[src/rtl/pong_pkg.sv]
// pong_pkg: shared state encoding, side/direction constants and score width for the pong game logic.
package pong_pkg;
   typedef enum logic [1:0] {SERVE, RALLY, POINT, GAME_OVER} state_t;
   localparam logic LEFT = 1'b0;
   localparam logic RIGHT = 1'b1;
   localparam int SCORE_W = 4;
endpackage

[src/rtl/pong_ball_ctrl_if.sv]
// pong_ball_ctrl_if: tick/button inputs and LED/score outputs between the game logic and its neighbours.
interface pong_ball_ctrl_if #(parameter int N_LEDS = 8);
   import pong_pkg::*;
   logic tick;
   logic btn_l;
   logic btn_r;
   logic [N_LEDS-1:0] led;
   logic [SCORE_W-1:0] score_l;
   logic [SCORE_W-1:0] score_r;
   logic game_over;
   modport master (output tick, btn_l, btn_r, input led, score_l, score_r, game_over);
   modport slave (input tick, btn_l, btn_r, output led, score_l, score_r, game_over);
endinterface

[src/rtl/pos_to_led.sv]
// pos_to_led: combinational one-hot decode of a ball position onto the LED row.
module pos_to_led #(parameter int N_LEDS = 8) (
   input  logic [$clog2(N_LEDS)-1:0] pos,
   output logic [N_LEDS-1:0]         led
);
   assign led = N_LEDS'(1) << pos;
endmodule

[src/rtl/pong_ball_ctrl.sv]
// pong_ball_ctrl: moves the ball one LED per tick, resolves end-zone hits and misses, keeps score.
module pong_ball_ctrl import pong_pkg::*; #(
   parameter int N_LEDS      = 8,
   parameter int WIN_SCORE   = 9,
   parameter int POINT_TICKS = 3
) (
   input logic             clk,
   input logic             reset,
   pong_ball_ctrl_if.slave bus
);
   localparam int PW = $clog2(N_LEDS);
   localparam int CW = $clog2(POINT_TICKS + 1);
   localparam logic [PW-1:0] LAST = PW'(N_LEDS - 1);
   localparam logic [SCORE_W-1:0] WIN = SCORE_W'(WIN_SCORE);
   localparam logic [CW-1:0] PT = CW'(POINT_TICKS);
   state_t state, state_n;
   logic [PW-1:0] pos, pos_n;
   logic dir, dir_n, server, server_n, hit_pend, hit_pend_n;
   logic [CW-1:0] cnt, cnt_n;
   logic [SCORE_W-1:0] sl, sl_n, sr, sr_n;
   logic [N_LEDS-1:0] onehot_n, led_q;
   logic go_q, at_end, hit_btn, serve_btn;
   assign at_end = (dir == RIGHT) ? (pos == LAST) : (pos == '0);
   assign hit_btn = (dir == RIGHT) ? bus.btn_r : bus.btn_l;
   assign serve_btn = (server == RIGHT) ? bus.btn_r : bus.btn_l;
   always_comb begin
      state_n = state;
      pos_n = pos;
      dir_n = dir;
      server_n = server;
      hit_pend_n = hit_pend;
      cnt_n = cnt;
      sl_n = sl;
      sr_n = sr;
      case (state)
         SERVE: if (serve_btn) begin
            state_n = RALLY;
            dir_n = ~server;
         end
         RALLY: if (bus.tick && !at_end) begin
            pos_n = (dir == RIGHT) ? pos + 1'b1 : pos - 1'b1;
         end else if (bus.tick && (hit_pend || hit_btn)) begin
            dir_n = ~dir;
            pos_n = (dir == RIGHT) ? pos - 1'b1 : pos + 1'b1;
            hit_pend_n = 1'b0;
         end else if (bus.tick) begin
            // the player on the end the ball was heading to missed and serves next
            sl_n = (dir == RIGHT && sl < WIN) ? sl + 1'b1 : sl;
            sr_n = (dir == LEFT && sr < WIN) ? sr + 1'b1 : sr;
            server_n = dir;
            cnt_n = '0;
            state_n = POINT;
         end else if (at_end && hit_btn) begin
            hit_pend_n = 1'b1;
         end
         POINT: if (bus.tick) begin
            if (cnt + 1'b1 == PT) begin
               cnt_n = '0;
               state_n = (sl == WIN || sr == WIN) ? GAME_OVER : SERVE;
               pos_n = (server == RIGHT) ? LAST : '0;
            end else begin
               cnt_n = cnt + 1'b1;
            end
         end
         GAME_OVER: ;
      endcase
   end
   pos_to_led #(.N_LEDS(N_LEDS)) u_dec (.pos(pos_n), .led(onehot_n));
   always_ff @(posedge clk) begin
      if (reset) begin
         state <= SERVE;
         pos <= '0;
         dir <= RIGHT;
         server <= LEFT;
         hit_pend <= 1'b0;
         cnt <= '0;
         sl <= '0;
         sr <= '0;
         led_q <= N_LEDS'(1);
         go_q <= 1'b0;
      end else begin
         state <= state_n;
         pos <= pos_n;
         dir <= dir_n;
         server <= server_n;
         hit_pend <= hit_pend_n;
         cnt <= cnt_n;
         sl <= sl_n;
         sr <= sr_n;
         led_q <= (state_n == POINT) ? '1 : (state_n == GAME_OVER) ? '0 : onehot_n;
         go_q <= (state_n == GAME_OVER);
      end
   end
   assign bus.led = led_q;
   assign bus.score_l = sl;
   assign bus.score_r = sr;
   assign bus.game_over = go_q;
endmodule

[src/flat_wrapper.sv]
// flat-port wrapper written by rule: the top's interface ports become plain ports
module pong_ball_ctrl_flat import pong_pkg::*;
#(
   parameter int N_LEDS      = 8,
   parameter int WIN_SCORE   = 9,
   parameter int POINT_TICKS = 3
)
  (clk, reset, bus_tick, bus_btn_l, bus_btn_r, bus_led, bus_score_l, bus_score_r, bus_game_over);
  pong_ball_ctrl_if #(.N_LEDS(N_LEDS)) bus_i ();
  input logic clk;
  input logic reset;
  input wire logic [$bits(bus_i.tick)-1:0] bus_tick;
  input wire logic [$bits(bus_i.btn_l)-1:0] bus_btn_l;
  input wire logic [$bits(bus_i.btn_r)-1:0] bus_btn_r;
  output wire logic [$bits(bus_i.led)-1:0] bus_led;
  output wire logic [$bits(bus_i.score_l)-1:0] bus_score_l;
  output wire logic [$bits(bus_i.score_r)-1:0] bus_score_r;
  output wire logic [$bits(bus_i.game_over)-1:0] bus_game_over;
  assign bus_i.tick = bus_tick;
  assign bus_i.btn_l = bus_btn_l;
  assign bus_i.btn_r = bus_btn_r;
  assign bus_led = bus_i.led;
  assign bus_score_l = bus_i.score_l;
  assign bus_score_r = bus_i.score_r;
  assign bus_game_over = bus_i.game_over;
  pong_ball_ctrl #(.N_LEDS(N_LEDS), .WIN_SCORE(WIN_SCORE), .POINT_TICKS(POINT_TICKS)) u_core (.clk(clk), .reset(reset), .bus(bus_i));
endmodule
[config.mk]
export PLATFORM = sky130hd
export DESIGN_NAME = pong_ball_ctrl_flat
export DESIGN_NICKNAME = d
export VERILOG_FILES = /design/src/rtl/pong_pkg.sv /design/src/rtl/pong_ball_ctrl_if.sv /design/src/rtl/pos_to_led.sv /design/src/rtl/pong_ball_ctrl.sv /design/src/flat_wrapper.sv
export SDC_FILE = /design/constraint.sdc
export NUM_CORES = 1
export LEC_CHECK = 0
export ABC_AREA = 1
export BUFFER_PORTS_ARGS = -buffer_cell sky130_fd_sc_hd__buf_2
export CORE_UTILIZATION = 35
export DETAILED_ROUTE_END_ITERATION = 16
export GPL_ROUTABILITY_DRIVEN = 0
export SYNTH_ARGS = -nofsm -noshare
export SYNTH_HDL_FRONTEND = slang
export SYNTH_HIERARCHICAL = 1
export SYNTH_SLANG_ARGS = --single-unit
export TNS_END_PERCENT = 20
[constraint.sdc]
create_clock -name clk -period 1.7 [get_ports clk]
set_clock_uncertainty 0.05 [all_clocks]
set_input_delay 0.34 -clock clk [delete_from_list [all_inputs] [get_ports clk]]
set_output_delay 0.34 -clock clk [all_outputs]
set_load 0.1 [all_outputs]
Word-level counts from Yosys, hierarchy flattened
Cells that the tools add are included.
- memories kept: 0
- register bits: 27
- bits in latches: 0
- logic and storage cells: 92
- output and inout port bits: 17
- bits in read-only memories: 0
- memory bits (writable): 0
- reductions and logical operators: 20
- shift operators: 1
- bitwise gates (word level): 4
- equality and inequality tests: 15
- mux-type cells: 34
- $lt $le $gt $ge: 2
- divide/modulo/power cells: 0
- multipliers: 0
- add/sub/neg operators: 5
- operators by type and width (operator ; count):
    2-bit 2-to-1 mux ; 12
    3-bit 2-to-1 mux ; 7
    8-bit 2-to-1 mux ; 2
    5-bit AND reduction ; 3
    4-bit AND reduction ; 3
    1-bit 2-to-1 mux ; 9
    4-bit by 1-bit adder with 4-bit output (second input constant) ; 2
    2-bit equality test (second input constant) ; 4
    4-bit equality test (second input constant) ; 2
    4-bit less-than comparator (second input constant) ; 2
    2-bit != test (second input constant) ; 4
    1-bit by 3-bit << shifter with 8-bit output (first input constant) ; 1
    2-bit by 1-bit != test with 1-bit output (second input constant) ; 3
    2-bit one-hot mux with 3 select lines ; 1
    3-bit one-hot mux with 2 select lines ; 1
    2-bit nonzero test ; 3
    1-bit logical AND ; 5
    1-bit inverter ; 4
    2-bit one-hot mux with 2 select lines ; 1
    3-bit by 1-bit adder with 3-bit output (second input constant) ; 1
    3-bit equality test (second input constant) ; 1
    3-bit zero test ; 1
    3-bit by 1-bit subtractor with 3-bit output (second input constant) ; 1
    2-bit by 1-bit adder with 2-bit output (second input constant) ; 1
    6 further kinds ; 7

Depth between registers and ports, before layout
Gate-level depths: netlist of the first run.
- word-level depth: 9
- gate-level depth with buffers: 17

Modules after synthesis
Netlist of the first run, hierarchy kept.
- modules (own cells, without submodules) (module ; instances ; area an instance (um^2) ; cells an instance ; seq. area each (um^2)):
    pong_ball_ctrl ; 1 ; 1627.8 ; 224 ; 540.5
    pos_to_led ; 1 ; 56.3 ; 15 ; 0.0

Least setup slack after synthesis of the first run
OpenSTA, ideal clock, no wires.
- path type: flip-flop to flip-flop
- start point: register u_core.sl[1] (netlist: u_core/bus.score_l[1])
- end point: register u_core.led_q[1] (netlist: u_core/bus.led[1])
- buffers on the path: 0
- stages on the path, launching flop included: 12
- period minus slack after synthesis: 2.207 ns
- data arrival time: 2.088 ns
- setup time: 0.069 ns
- path slack: -0.507 ns
- path through: dfxtp_1 -> inv_1 -> ha_1 -> nand3_1 -> nand2_1 -> nand2_1 -> nand2_1 -> nor2_1 -> nand2_1 -> nand2_2 -> nand2_4 -> a21oi_2
- word-level cells in the longest chain between the ends: 9
- elaborated cells on any way between the ends: 10
- classes of those cells: eq/ne: 3; mux: 6; reduce/logical: 1
- ends and longest elaborated chain (item ; line ; RTL):
    start, declared ; pong_ball_ctrl.sv:20 ; logic [SCORE_W-1:0] sl, sl_n, sr, sr_n;
    start signal, assigned ; pong_ball_ctrl.sv:88 ; sl <= sl_n;
    4-bit equality test (*) ; pong_ball_ctrl.sv:59 ; state_n = (sl == WIN || sr == WIN) ? GAME_OVER : SERVE;
    1-bit logical OR (*) ; pong_ball_ctrl.sv:59 ;
    2-bit 2-to-1 mux (*) ; pong_ball_ctrl.sv:59 ;
    2-bit 2-to-1 mux (*) ; pong_ball_ctrl.sv:57 ; if (cnt + 1'b1 == PT) begin
    2-bit 2-to-1 mux (*) ; pong_ball_ctrl.sv:56 ; POINT: if (bus.tick) begin
    2-bit one-hot mux with 3 select lines (*) ; pong_ball_ctrl.sv:35 ; case (state)
    2-bit equality test ; pong_ball_ctrl.sv:90 ; led_q <= (state_n == POINT) ? '1 : (state_n == GAME_OVER) ? '0 : onehot_n;
    8-bit 2-to-1 mux ; pong_ball_ctrl.sv:90 ;
    8-bit 2-to-1 mux (*) ; pong_ball_ctrl.sv:90 ;
    end signal, assigned ; pong_ball_ctrl.sv:90 ;
    end, declared ; pong_ball_ctrl.sv:21 ; logic [N_LEDS-1:0] onehot_n, led_q;
Mark *: on every way between the ends. The rest lies on a longest branch, timed or not.
A chain may end at the register's enable or synchronous reset.

Final worst setup path of the first run
- start point: register u_core.pos[0]
- end point: register u_core.led_q[7] (netlist: u_core/bus.led[7])
- word-level cells in the longest chain between the ends: 9
- elaborated cells on any way between the ends: 21
- classes of those cells: add/sub: 2; eq/ne: 3; shift: 1; mux: 12; reduce/logical: 3
- ends and longest elaborated chain (item ; line ; RTL):
    start, declared ; pong_ball_ctrl.sv:17 ; logic [PW-1:0] pos, pos_n;
    start signal, assigned ; pong_ball_ctrl.sv:83 ; pos <= pos_n;
    parallel branches: the longest is 4 deep, another holds 3-bit by 1-bit adder with 3-bit output ; -- ;
    3-bit 2-to-1 mux (*) ; pong_ball_ctrl.sv:40 ; RALLY: if (bus.tick && !at_end) begin
    3-bit one-hot mux with 2 select lines (*) ; pong_ball_ctrl.sv:35 ;
    net u_core.pos_n[1] ; pong_ball_ctrl.sv:17 ;
    1-bit by 3-bit << shifter with 8-bit output (*) ; pos_to_led.sv:6 ; assign led = N_LEDS'(1) << pos;
    net u_core.onehot_n[7] ; pong_ball_ctrl.sv:21 ;
    8-bit 2-to-1 mux (*) (2 in series) ; pong_ball_ctrl.sv:90 ;
Mark *: on every way through the listed nets, which the timed path passes.

==> run_summary.xml, run 1 <==
<?xml version="1.0" encoding="UTF-8"?>
<metrics>
  <group name="global_route">
    <metric name="grt_remaining_overflow" unit="">0</metric>
    <metric name="grt_start_max_net_pins" unit="">18</metric>
    <metric name="gr-max-usage-layer" unit="">met2</metric>
    <metric name="globalRouteMet3Util" unit="%">1.83</metric>
    <metric name="grt_pass1_vias" unit="">1553</metric>
    <metric name="grt_use_total" unit="%">16.0</metric>
    <metric name="grt_pass1_wl" unit="µm">6540</metric>
    <metric name="grt_use_met2" unit="%">27.1</metric>
    <metric name="grt_util_met1" unit="%">21.2</metric>
    <metric name="antenna_found_initial" unit="">0</metric>
  </group>
  <group name="setup_path">
    <metric name="crit_path_top_delay_cell" unit="">dfxtp_4</metric>
    <metric name="path_buf_inv" unit="">2</metric>
    <metric name="r2r_setup_slk" unit="ns">-0.12</metric>
    <metric name="crit_start" unit="">u_core/pos[0]</metric>
    <metric name="cpPeakStageDelay" unit="ns">0.37</metric>
    <metric name="worstSetupPathDepth" unit="">14</metric>
    <metric name="worstPathCellList" unit="">ha_4, ha_4, nand2_4, nand3_4, buf_4, nand3_1, nand2_1, nand2_1, o21ai_2, inv_2, nand2_1, nor2_1, nand3_1, a21oi_2</metric>
    <metric name="worst_r2r_startpoint" unit="">u_core/pos[0]</metric>
    <metric name="endpoint_kind" unit="">flop</metric>
    <metric name="critPathLaunchType" unit="">flop</metric>
    <metric name="critical_path.max_fanout" unit="">6</metric>
    <metric name="critPathCapture" unit="">u_core/bus.led[7]</metric>
    <metric name="worst-endpoint-arrival" unit="ns">1.99</metric>
    <metric name="r2r-end" unit="">u_core/bus.led[7]</metric>
    <metric name="critical_path_required" unit="ns">1.87</metric>
    <metric name="timing_worst_setup_path_type" unit="">flop to flop</metric>
    <metric name="worst-r2r-cell-count" unit="">14</metric>
    <metric name="critical_path.top_delay_family" unit="">simple AND/OR/NAND/NOR gates</metric>
    <metric name="crit_top_cell" unit="">nand2_1</metric>
  </group>
  <group name="status">
    <metric name="status" unit="">complete, but fails checks</metric>
    <metric name="violations" unit="">design-rule violations, negative setup slack</metric>
  </group>
  <group name="synth">
    <metric name="synth_top_area_cell" unit="">dfxtp_1</metric>
    <metric name="ys_top_cells_by_count" unit="">nand2_1, inv_1, dfxtp_1</metric>
    <metric name="proportion_of_register_bits_with_asynchronous_set_or_reset_after_synthesis" unit="%">0</metric>
    <metric name="synth_enable_flop_cells" unit="">0</metric>
    <metric name="synth-seq-cells" unit="">27</metric>
    <metric name="syn-mean-instance-area" unit="µm²">7.05</metric>
    <metric name="most_frequent_cell_after_synthesis" unit="">nand2_1</metric>
    <metric name="synthesis.instances" unit="">239</metric>
    <metric name="synth_cell_type_count" unit="">27</metric>
    <metric name="synth_warnings" unit="">6</metric>
    <metric name="synth_fp_nets" unit="">258</metric>
    <metric name="top_post_synthesis_cells_by_area" unit="">dfxtp_1, nand2_1, ha_1</metric>
    <metric name="synth_top_area_share" unit="%">32.1</metric>
    <metric name="synth_flop_cell" unit="">dfxtp_1</metric>
    <metric name="synth.cell_area" unit="mm²">0.00168</metric>
    <metric name="synth.yosys.seq_area_share" unit="%">32.1</metric>
  </group>
  <group name="detailed_routing">
    <metric name="drt_drc_violations_left" unit="">1</metric>
    <metric name="firstDrtPassIters" unit="">10</metric>
    <metric name="via_per_inst" unit="">4.70</metric>
    <metric name="route.detailed.wl_per_inst" unit="µm">10.9</metric>
    <metric name="dr_total_vias" unit="">1651</metric>
    <metric name="drtAntennaViolNets" unit="">0</metric>
    <metric name="drt_iter0_markers" unit="">52</metric>
    <metric name="routed_wl" unit="µm">3830</metric>
  </group>
  <group name="final_layout">
    <metric name="final_nets" unit="">319</metric>
    <metric name="final.fill_count" unit="">433</metric>
    <metric name="insertedDiodeCount" unit="">0</metric>
    <metric name="ff_latch_area" unit="µm²">572</metric>
    <metric name="fin_area" unit="mm²">0.00234</metric>
    <metric name="drive_above_1_share" unit="%">44.1</metric>
    <metric name="multi_input_comb_area" unit="mm²">0.00112</metric>
    <metric name="post-route-util" unit="%">52.4</metric>
    <metric name="layout-area-overhead-vs-synth" unit="%">39.2</metric>
  </group>
  <group name="timing">
    <metric name="layout_min_cycle_time" unit="ns">1.82</metric>
    <metric name="drv_slew" unit="">0</metric>
    <metric name="finalSetupViolCount" unit="">11</metric>
    <metric name="timing_hold_violations_final" unit="">0</metric>
    <metric name="rsz0062_at_grt" unit="">true</metric>
    <metric name="fmax" unit="MHz">549</metric>
    <metric name="setup_tns" unit="ns">-0.943</metric>
    <metric name="final_min_period_over_clock_period" unit="%">107</metric>
    <metric name="slew_worst_pin" unit="ns">0.487</metric>
    <metric name="final_setup_margin" unit="ns">-0.121</metric>
    <metric name="slew-limit-headroom" unit="%">67.8</metric>
  </group>
  <group name="die">
    <metric name="placement_rows" unit="">24</metric>
    <metric name="core-area" unit="mm²">0.00447</metric>
    <metric name="die_area" unit="mm²">0.00509</metric>
    <metric name="i_o_pins" unit="">22</metric>
    <metric name="die_width" unit="µm">71.4</metric>
    <metric name="initial_core_util" unit="%">37.6</metric>
    <metric name="die_height" unit="µm">71.4</metric>
  </group>
  <group name="cts">
    <metric name="clock-sinks" unit="">27</metric>
    <metric name="clock_tree.htree_level_count" unit="">1</metric>
    <metric name="cts_tree" unit="">done</metric>
    <metric name="clockRootBuffer" unit="">clkbuf_8</metric>
    <metric name="postCtsHoldBufs" unit="">0</metric>
    <metric name="ctsLongestPathBuffers" unit="">2</metric>
    <metric name="clkSlewWorstSetupHoldPaths" unit="ns">0.09</metric>
    <metric name="clock_insertion_delay_worst_skew" unit="ns">0.28</metric>
    <metric name="cts_made_buffers" unit="">3</metric>
  </group>
  <group name="worst_hold_path">
    <metric name="hold_path_class" unit="">primary input to flop</metric>
  </group>
  <group name="placed_design">
    <metric name="port_buffers" unit="">21</metric>
    <metric name="post_dp_cell_area" unit="mm²">0.00215</metric>
    <metric name="pre_cts_slack" unit="ns">-0.172</metric>
    <metric name="detailedPlacementHpwl" unit="µm">2920</metric>
  </group>
  <group name="pwr">
    <metric name="vdd_drop_max" unit="µV">744</metric>
    <metric name="p_leak" unit="µW">0.00113</metric>
    <metric name="power-per-cell-area" unit="mW/mm²">1040</metric>
  </group>
  <group name="flow_run">
    <metric name="max-cap-violations" unit="">0</metric>
  </group>
</metrics>
layout make-up:
class	instances	area share, %
Tap cell	52	2.78
Multi-Input combinational cell	172	47.8
Inverter	36	6.09
Clock buffer	3	1.76
Timing Repair Buffer	60	17.0
Clock inverter	1	0.214
Sequential cell	27	24.4
sequential cells by signal (all words and copies together), names as in the netlist, 2 cells and up:
signal	cells
u_core/bus.led	8
u_core/bus.score_l	4
u_core/bus.score_r	4
u_core/cnt	2
u_core/pos	3
u_core/state	2
layout by cell type, fill, tap and decap left out, types with 4 or more instances in the layout:
cell type,n
a21oi_1,14
nor2_1,18
nand2_1,43
nor2_2,4
buf_4,39
nand2_4,4
a21oi_2,7
dfxtp_4,6
nand2_2,10
ha_4,4
inv_2,8
nand3_1,21
inv_1,25
dfxtp_1,14
buf_2,21
nand3_2,5
ha_1,8
o21ai_0,11
dfxtp_2,7
report_power, final:
| group | internal (µW) | switching [µW] | leakage [µW] | total [µW] |
|---|---|---|---|---|
| sequential | 705 | 60.3 | 0.000227 | 765 |
| clock | 165 | 210 | 0.0000255 | 375 |
| combinational | 481 | 809 | 0.000874 | 1290 |
worst min-delay path, cell delays in order:
cell and delay (ns):
buf_2 0.09, inv_1 0.13, nand3_1 0.12
metal layers:
| layer | wire, µm | up-vias |
|---|---|---|
| met5 | 0 | - |
| li1 | - | 889 |
| met2 | 1780 | 14 |
| met3 | 56 | 5 |
| met1 | 1940 | 743 |
| met4 | 51 | 0 |
through the flow:
| step | hold slack, ns | instances | total power (µW) |
|---|---|---|---|
| after global placement | 0.422 | 339 | 1900 |
| after detailed placement | 0.427 | 339 | 1910 |
| after floorplan | 0.421 | 239 | 1590 |
| after CTS | 0.380 | 351 | 2390 |
| final | 0.376 | 351 | 2430 |
| after global routing | 0.419 | 351 | 2600 |
repair_timing:
| item | CTS | global route |
|---|---|---|
| pin swaps | 5 | 10 |
| endpoints found under the setup margin | 10 | 21 |
| setup buffers | 8 | 0 |
| gates resized for setup | 11 | 16 |
how the worst min path moves through the flow:
stage,start,to,slack [ns],cells past startpoint
after floorplan,u_core/server,u_core/server,0.42,2
after global placement,u_core/bus.score_r[3],u_core/bus.score_r[3],0.42,1
after detailed placement,u_core/bus.score_r[3],u_core/bus.score_r[3],0.43,1
after CTS,reset,u_core/bus.led[0],0.38,3
after global routing,reset,u_core/bus.led[0],0.42,3
final,reset,u_core/bus.led[0],0.38,3
kinds of logic after synthesis:
family,share of synthesized area [%]
AO/OA/AOI/OAI,14.9
XOR/XNOR,1.04
adder cells (fa/ha/maj),10.4
AND/OR/NAND/NOR,32.0
buffers and inverters,9.58
flip-flops,32.1
Note: power is estimated with default switching activity, not from simulation.
==> run 2: changes to the inputs <==
Settings changed: REMOVE_ABC_BUFFERS from default to 1.
==> run_summary.xml, run 2 (synthesized netlist as in run 1, its figures left out) <==
<?xml version="1.0" encoding="UTF-8"?>
<metrics>
  <group name="setup_path">
    <metric name="endpoint_kind" unit="">flop</metric>
    <metric name="r2r_setup_slk" unit="ns">-0.17</metric>
    <metric name="worstPathCellList" unit="">ha_4, ha_4, nand2_4, nand3_4, buf_6, nand3_2, nand2_2, nand2_1, o21ai_2, buf_4, buf_4, buf_6, buf_6, nor2_2</metric>
    <metric name="timing_worst_setup_path_type" unit="">flop to flop</metric>
    <metric name="crit_top_cell" unit="">buf_6</metric>
    <metric name="worstSetupPathDepth" unit="">14</metric>
    <metric name="path_buf_inv" unit="">5</metric>
    <metric name="cpPeakStageDelay" unit="ns">0.37</metric>
    <metric name="worst_r2r_startpoint" unit="">u_core/pos[1]</metric>
    <metric name="critPathLaunchType" unit="">flop</metric>
    <metric name="critical_path.max_fanout" unit="">6</metric>
    <metric name="critical_path.top_delay_family" unit="">buffers and inverters</metric>
    <metric name="critical_path_required" unit="ns">1.87</metric>
    <metric name="r2r-end" unit="">u_core/pos[1]</metric>
    <metric name="crit_path_top_delay_cell" unit="">dfxtp_4</metric>
    <metric name="worst-r2r-cell-count" unit="">14</metric>
    <metric name="worst-endpoint-arrival" unit="ns">2.05</metric>
  </group>
  <group name="detailed_routing">
    <metric name="drt_iter0_markers" unit="">80</metric>
    <metric name="routed_wl" unit="µm">4150</metric>
    <metric name="dr_total_vias" unit="">1720</metric>
    <metric name="drt_drc_violations_left" unit="">0</metric>
    <metric name="route.detailed.wl_per_inst" unit="µm">11.7</metric>
    <metric name="firstDrtPassIters" unit="">4</metric>
    <metric name="via_per_inst" unit="">4.86</metric>
    <metric name="drtAntennaViolNets" unit="">0</metric>
  </group>
  <group name="final_layout">
    <metric name="largest_register_ffs" unit="">8</metric>
    <metric name="mostFrequentLayoutCell" unit="">nand2_1</metric>
    <metric name="drive_above_1_share" unit="%">43.0</metric>
    <metric name="fin_area" unit="mm²">0.00238</metric>
    <metric name="layout-area-overhead-vs-synth" unit="%">41.4</metric>
    <metric name="post-route-util" unit="%">53.2</metric>
    <metric name="insertedDiodeCount" unit="">0</metric>
    <metric name="final.fill_count" unit="">421</metric>
    <metric name="final_nets" unit="">322</metric>
    <metric name="layout.cells.most_common_list" unit="">nand2_1, buf_4, inv_1</metric>
  </group>
  <group name="worst_hold_path">
    <metric name="whs_endpoint" unit="">u_core/pos[2]</metric>
    <metric name="hold_path_class" unit="">primary input to flop</metric>
    <metric name="min_path_cells" unit="">2</metric>
    <metric name="worstHoldStart" unit="">reset</metric>
  </group>
  <group name="status">
    <metric name="violations" unit="">negative setup slack</metric>
    <metric name="status" unit="">complete, but fails checks</metric>
  </group>
  <group name="pwr">
    <metric name="vdd_drop_max" unit="µV">784</metric>
    <metric name="power-per-cell-area" unit="mW/mm²">1060</metric>
    <metric name="fin_total_pwr" unit="µW">2530</metric>
    <metric name="p_leak" unit="µW">0.00116</metric>
  </group>
  <group name="timing">
    <metric name="fmax" unit="MHz">534</metric>
    <metric name="setup_tns" unit="ns">-1.13</metric>
    <metric name="finalSetupViolCount" unit="">9</metric>
    <metric name="rsz0062_at_grt" unit="">true</metric>
    <metric name="layout_min_cycle_time" unit="ns">1.87</metric>
    <metric name="timing_hold_violations_final" unit="">0</metric>
    <metric name="slew-limit-headroom" unit="%">67.4</metric>
    <metric name="final_min_period_over_clock_period" unit="%">110</metric>
    <metric name="final_setup_margin" unit="ns">-0.172</metric>
    <metric name="slew_worst_pin" unit="ns">0.492</metric>
    <metric name="drv_slew" unit="">0</metric>
    <metric name="finalHoldWorstSlack" unit="ns">0.357</metric>
  </group>
  <group name="flow_run">
    <metric name="max-cap-violations" unit="">0</metric>
  </group>
  <group name="cts">
    <metric name="postCtsHoldBufs" unit="">0</metric>
    <metric name="clock_tree.htree_level_count" unit="">1</metric>
    <metric name="clockRootBuffer" unit="">clkbuf_8</metric>
    <metric name="cts_tree" unit="">done</metric>
    <metric name="ctsLongestPathBuffers" unit="">2</metric>
    <metric name="clkSlewWorstSetupHoldPaths" unit="ns">0.10</metric>
    <metric name="clock_insertion_delay_worst_skew" unit="ns">0.28</metric>
    <metric name="clock-sinks" unit="">27</metric>
    <metric name="cts_made_buffers" unit="">3</metric>
  </group>
  <group name="die">
    <metric name="placement_rows" unit="">24</metric>
    <metric name="die_width" unit="µm">71.4</metric>
    <metric name="i_o_pins" unit="">22</metric>
    <metric name="core-area" unit="mm²">0.00447</metric>
    <metric name="die_area" unit="mm²">0.00509</metric>
    <metric name="initial_core_util" unit="%">37.6</metric>
    <metric name="die_height" unit="µm">71.4</metric>
  </group>
  <group name="placed_design">
    <metric name="port_buffers" unit="">21</metric>
    <metric name="detailedPlacementHpwl" unit="µm">3010</metric>
    <metric name="post_dp_cell_area" unit="mm²">0.00213</metric>
  </group>
  <group name="global_route">
    <metric name="grt_use_total" unit="%">17.5</metric>
    <metric name="grt_remaining_overflow" unit="">0</metric>
    <metric name="antenna_found_initial" unit="">0</metric>
    <metric name="grt_pass1_vias" unit="">1603</metric>
    <metric name="grt_pass1_wl" unit="µm">6990</metric>
    <metric name="grt_start_max_net_pins" unit="">16</metric>
  </group>
</metrics>
run 2: changes by cell type in the layout (fill, tap and decap cells not counted), moves of 3 or more:
cell     before  now
dfxtp_1      14   24
dfxtp_2       7    0
buf_6         0    4
buf_4        39   36
dfxtp_4       6    3
run 2: final cells by class:
type	instances	area, µm²	area share [%]
multi-input combinational	172	1120	46.9
sequential	27	552	23.2
timing repair buffer	63	460	19.3
inverter	36	140	5.89
tap	52	65.1	2.73
clock buffer	3	41.3	1.73
clock inverter	1	5.00	0.210
run 2: report_power, final:
group          total [µW]  internal (µW)  switching, µW
clock                 383            165            217
sequential            765            708           56.6
combinational        1380            531            850
run 2: worst max-delay path by stage:
stage                                from                 to  slack (ns)
detailed placement          u_core/pos[0]  u_core/bus.led[5]       -0.32
global placement            u_core/pos[0]  u_core/bus.led[5]       -0.29
CTS                         u_core/pos[0]  u_core/bus.led[0]       -0.12
floorplan           u_core/bus.score_l[1]  u_core/bus.led[1]       -0.50
finish                      u_core/pos[1]      u_core/pos[1]       -0.17
global route                u_core/pos[1]  u_core/bus.led[4]       -0.28
run 2: repair_timing:
item / 4_1_cts / 5_1_grt
resized for setup: 32 / 25
setup endpoints to repair: 13 / 21
buffers inserted: 4 / 2
pin swaps: 22 / 21
run 2: per-layer routing:
metal  vias to the layer above  global-route usage (%)  part of all wire, %
met2                        30                    29.4                   48
met1                       788                    22.2                   47
met5                         -                       0                    0
li1                        895                       -                    -
met4                         0                    7.56                  1.9
met3                         7                    2.67                  3.2
run 2: worst register-to-register path, cell delays in order, from the launching register on:
cell,delay (ns)
dfxtp_4,0.37
ha_4,0.16
ha_4,0.16
nand2_4,0.06
nand3_4,0.10
buf_6,0.15
nand3_2,0.06
nand2_2,0.05
nand2_1,0.07
o21ai_2,0.06
buf_4,0.13
buf_4,0.12
buf_6,0.10
buf_6,0.10
nor2_2,0.06
run 2: stage by stage:
step / std cells / setup slack [ns]
detailed placement: 344 / -0.321
global route: 354 / -0.283
finish: 354 / -0.172
CTS: 352 / -0.116
global placement: 344 / -0.292
floorplan: 235 / -0.504
==> run 3: changes to the inputs <==
Settings changed: ABC_AREA 1 to default, REMOVE_ABC_BUFFERS 1 to default.
==> run_summary.xml, run 3 <==
<?xml version="1.0" encoding="UTF-8"?>
<metrics>
  <group name="detailed_routing">
    <metric name="via_per_inst" unit="">4.92</metric>
    <metric name="drtAntennaViolNets" unit="">0</metric>
    <metric name="route.detailed.wl_per_inst" unit="µm">13.0</metric>
    <metric name="routed_wl" unit="µm">4460</metric>
    <metric name="firstDrtPassIters" unit="">5</metric>
    <metric name="drt_drc_violations_left" unit="">0</metric>
    <metric name="drt_iter0_markers" unit="">52</metric>
    <metric name="dr_total_vias" unit="">1686</metric>
  </group>
  <group name="timing">
    <metric name="slew_worst_pin" unit="ns">0.535</metric>
    <metric name="final_min_period_over_clock_period" unit="%">132</metric>
    <metric name="slew-limit-headroom" unit="%">64.3</metric>
    <metric name="finalHoldWorstSlack" unit="ns">0.224</metric>
    <metric name="timing_hold_violations_final" unit="">0</metric>
    <metric name="layout_min_cycle_time" unit="ns">2.24</metric>
    <metric name="fmax" unit="MHz">447</metric>
    <metric name="drv_slew" unit="">0</metric>
    <metric name="rsz0062_at_grt" unit="">true</metric>
    <metric name="final_setup_margin" unit="ns">-0.537</metric>
    <metric name="finalSetupViolCount" unit="">26</metric>
  </group>
  <group name="final_layout">
    <metric name="largest_register_ffs" unit="">8</metric>
    <metric name="layout.cells.most_common_list" unit="">buf_4, buf_2, nand2_1, dfxtp_1, nor2_1</metric>
    <metric name="drive_above_1_share" unit="%">44.9</metric>
    <metric name="mostFrequentLayoutCell" unit="">buf_4</metric>
    <metric name="final_nets" unit="">296</metric>
    <metric name="insertedDiodeCount" unit="">0</metric>
    <metric name="final.fill_count" unit="">463</metric>
    <metric name="fin_area" unit="mm²">0.00255</metric>
    <metric name="layout-area-overhead-vs-synth" unit="%">44.2</metric>
  </group>
  <group name="worst_hold_path">
    <metric name="min_path_cells" unit="">2</metric>
    <metric name="whs_endpoint" unit="">u_core/pos[0]</metric>
    <metric name="hold_path_class" unit="">primary input to flop</metric>
    <metric name="worstHoldStart" unit="">reset</metric>
  </group>
  <group name="placed_design">
    <metric name="pre_cts_slack" unit="ns">-0.545</metric>
    <metric name="detailedPlacementHpwl" unit="µm">3340</metric>
    <metric name="port_buffers" unit="">21</metric>
    <metric name="post_dp_cell_area" unit="mm²">0.00237</metric>
  </group>
  <group name="synth">
    <metric name="synth_fp_nets" unit="">223</metric>
    <metric name="synth.cell_area" unit="mm²">0.00177</metric>
    <metric name="synth_enable_flop_cells" unit="">0</metric>
    <metric name="most_frequent_cell_after_synthesis" unit="">dfxtp_1</metric>
    <metric name="synth_cell_type_count" unit="">50</metric>
    <metric name="synth.yosys.seq_area_share" unit="%">30.6</metric>
    <metric name="synth_warnings" unit="">6</metric>
    <metric name="proportion_of_register_bits_with_asynchronous_set_or_reset_after_synthesis" unit="%">0</metric>
    <metric name="synth_top_area_share" unit="%">30.6</metric>
    <metric name="syn-mean-instance-area" unit="µm²">8.66</metric>
    <metric name="ys_top_cells_by_count" unit="">dfxtp_1, nand2_1, nor2_1</metric>
    <metric name="top_post_synthesis_cells_by_area" unit="">dfxtp_1, ha_1, mux2i_1</metric>
    <metric name="synth_top_area_cell" unit="">dfxtp_1</metric>
    <metric name="synthesis.instances" unit="">204</metric>
    <metric name="synth_flop_cell" unit="">dfxtp_1</metric>
    <metric name="synth-seq-cells" unit="">27</metric>
  </group>
  <group name="die">
    <metric name="die_area" unit="mm²">0.00534</metric>
    <metric name="die_width" unit="µm">73.0</metric>
    <metric name="placement_rows" unit="">25</metric>
    <metric name="core-area" unit="mm²">0.00479</metric>
    <metric name="i_o_pins" unit="">22</metric>
    <metric name="initial_core_util" unit="%">36.9</metric>
    <metric name="die_height" unit="µm">73.0</metric>
  </group>
  <group name="global_route">
    <metric name="grt_start_max_net_pins" unit="">17</metric>
    <metric name="grt_pass1_vias" unit="">1666</metric>
    <metric name="grt_remaining_overflow" unit="">0</metric>
    <metric name="grt_use_total" unit="%">17.9</metric>
    <metric name="antenna_found_initial" unit="">0</metric>
    <metric name="grt_pass1_wl" unit="µm">7350</metric>
  </group>
  <group name="cts">
    <metric name="clock_insertion_delay_worst_skew" unit="ns">0.28</metric>
    <metric name="clkSlewWorstSetupHoldPaths" unit="ns">0.10</metric>
    <metric name="clockRootBuffer" unit="">clkbuf_8</metric>
    <metric name="clock-sinks" unit="">27</metric>
    <metric name="cts_made_buffers" unit="">3</metric>
    <metric name="cts_tree" unit="">done</metric>
    <metric name="clock_tree.htree_level_count" unit="">1</metric>
    <metric name="postCtsHoldBufs" unit="">0</metric>
    <metric name="ctsLongestPathBuffers" unit="">2</metric>
  </group>
  <group name="setup_path">
    <metric name="endpoint_kind" unit="">flop</metric>
    <metric name="r2r_setup_slk" unit="ns">-0.54</metric>
    <metric name="critPathLaunchType" unit="">flop</metric>
    <metric name="worst-r2r-cell-count" unit="">10</metric>
    <metric name="worst_r2r_startpoint" unit="">u_core/pos[1]</metric>
    <metric name="timing_worst_setup_path_type" unit="">flop to flop</metric>
    <metric name="worst-endpoint-arrival" unit="ns">2.35</metric>
    <metric name="r2r-end" unit="">u_core/bus.led[6]</metric>
    <metric name="critical_path.max_fanout" unit="">8</metric>
    <metric name="critical_path_required" unit="ns">1.81</metric>
  </group>
  <group name="pwr">
    <metric name="vdd_drop_max" unit="µV">453</metric>
    <metric name="p_leak" unit="µW">0.00122</metric>
    <metric name="power-per-cell-area" unit="mW/mm²">621</metric>
  </group>
  <group name="flow_run">
    <metric name="max-cap-violations" unit="">0</metric>
  </group>
  <group name="status">
    <metric name="status" unit="">complete, but fails checks</metric>
    <metric name="violations" unit="">negative setup slack</metric>
  </group>
</metrics>
==> run 3: cell count changes in the layout (fill, tap and decap cells not counted), moves of 6 or more <==
cell / delta
a21oi_1: -10
nand2_1: -23
nand2_2: -12
buf_4: +18
inv_1: -17
dfxtp_1: -6
nand3_1: -14
dfxtp_2: +7
inv_2: -8
a21oi_2: -8
mux2i_1: +14
==> run 3: layer usage <==
metal	GRT usage (%)	share of wire (%)
met1	21.1	44
met3	3.45	3.7
met2	32.6	51
met4	4.79	0.90
met5	0	0
==> run 3: layout make-up <==
cell class,count,area (µm²),area share (%)
Multi-Input combinational cell,158,1290,50.6
Sequential cell,27,557,21.9
Timing Repair Buffer,77,533,20.9
Tap cell,67,83.8,3.29
Clock buffer,4,45.0,1.77
Inverter,10,40.0,1.57
==> run 3: worst max path at each step <==
stage / start / end / slack [ns] / depth (start not counted)
2_1_floorplan: u_core/pos[0] / u_core/bus.led[6] / -0.40 / 10
3_3_place_gp: bus_btn_r / u_core/bus.led[0] / -0.52 / 10
3_5_place_dp: u_core/pos[0] / u_core/bus.led[6] / -0.55 / 10
4_1_cts: u_core/pos[0] / u_core/bus.led[6] / -0.52 / 10
5_1_grt: u_core/pos[0] / u_core/bus.led[0] / -0.64 / 9
6_report: u_core/pos[1] / u_core/bus.led[6] / -0.54 / 10
==> run 3: per-stage QoR <==
step	total power (µW)	util [%]	TNS (ns)	std cells
CTS	1590	52.5	-6.52	343
global route	1670	53.2	-9.15	343
finish	1580	53.2	-6.69	343
global placement	1160	49.6	-7.32	338
floorplan	989	-	-4.12	204
detailed placement	1170	49.6	-7.72	338
==> run 3: worst max-delay path: stages, from the launching register on <==
cell and delay, ns:
dfxtp_2 0.35, inv_2 0.08, ha_4 0.13, or3b_4 0.38
and2_4 0.17, o21ai_4 0.18, mux2_4 0.34, nand2_4 0.09
and3b_2 0.21, nand2_1 0.05, mux2i_1 0.09
==> run 3: power by group <==
group | switching, µW | internal (µW)
sequential | 14.7 | 651
clock | 207 | 168
combinational | 311 | 229
==> run 3: kinds of logic after synthesis <==
| kind of cell | count (synthesis) | synth area share (%) |
|---|---|---|
| AO/OA/AOI/OAI | 40 | 16.6 |
| XOR/XNOR | 6 | 2.97 |
| adder cells (fa/ha/maj) | 14 | 9.92 |
| buffers and inverters | 19 | 5.38 |
| flip-flops | 27 | 30.6 |
| multiplexers | 16 | 9.21 |
| AND/OR/NAND/NOR | 82 | 25.3 |
==> run 3: what timing repair did <==
| item | in CTS | in global routing |
|---|---|---|
| buffers inserted | 1 | 0 |
| gates resized for setup | 19 | 8 |
| cloned | 0 | 0 |
| endpoints found under the setup margin | 26 | 27 |
| pin swaps | 6 | 3 |
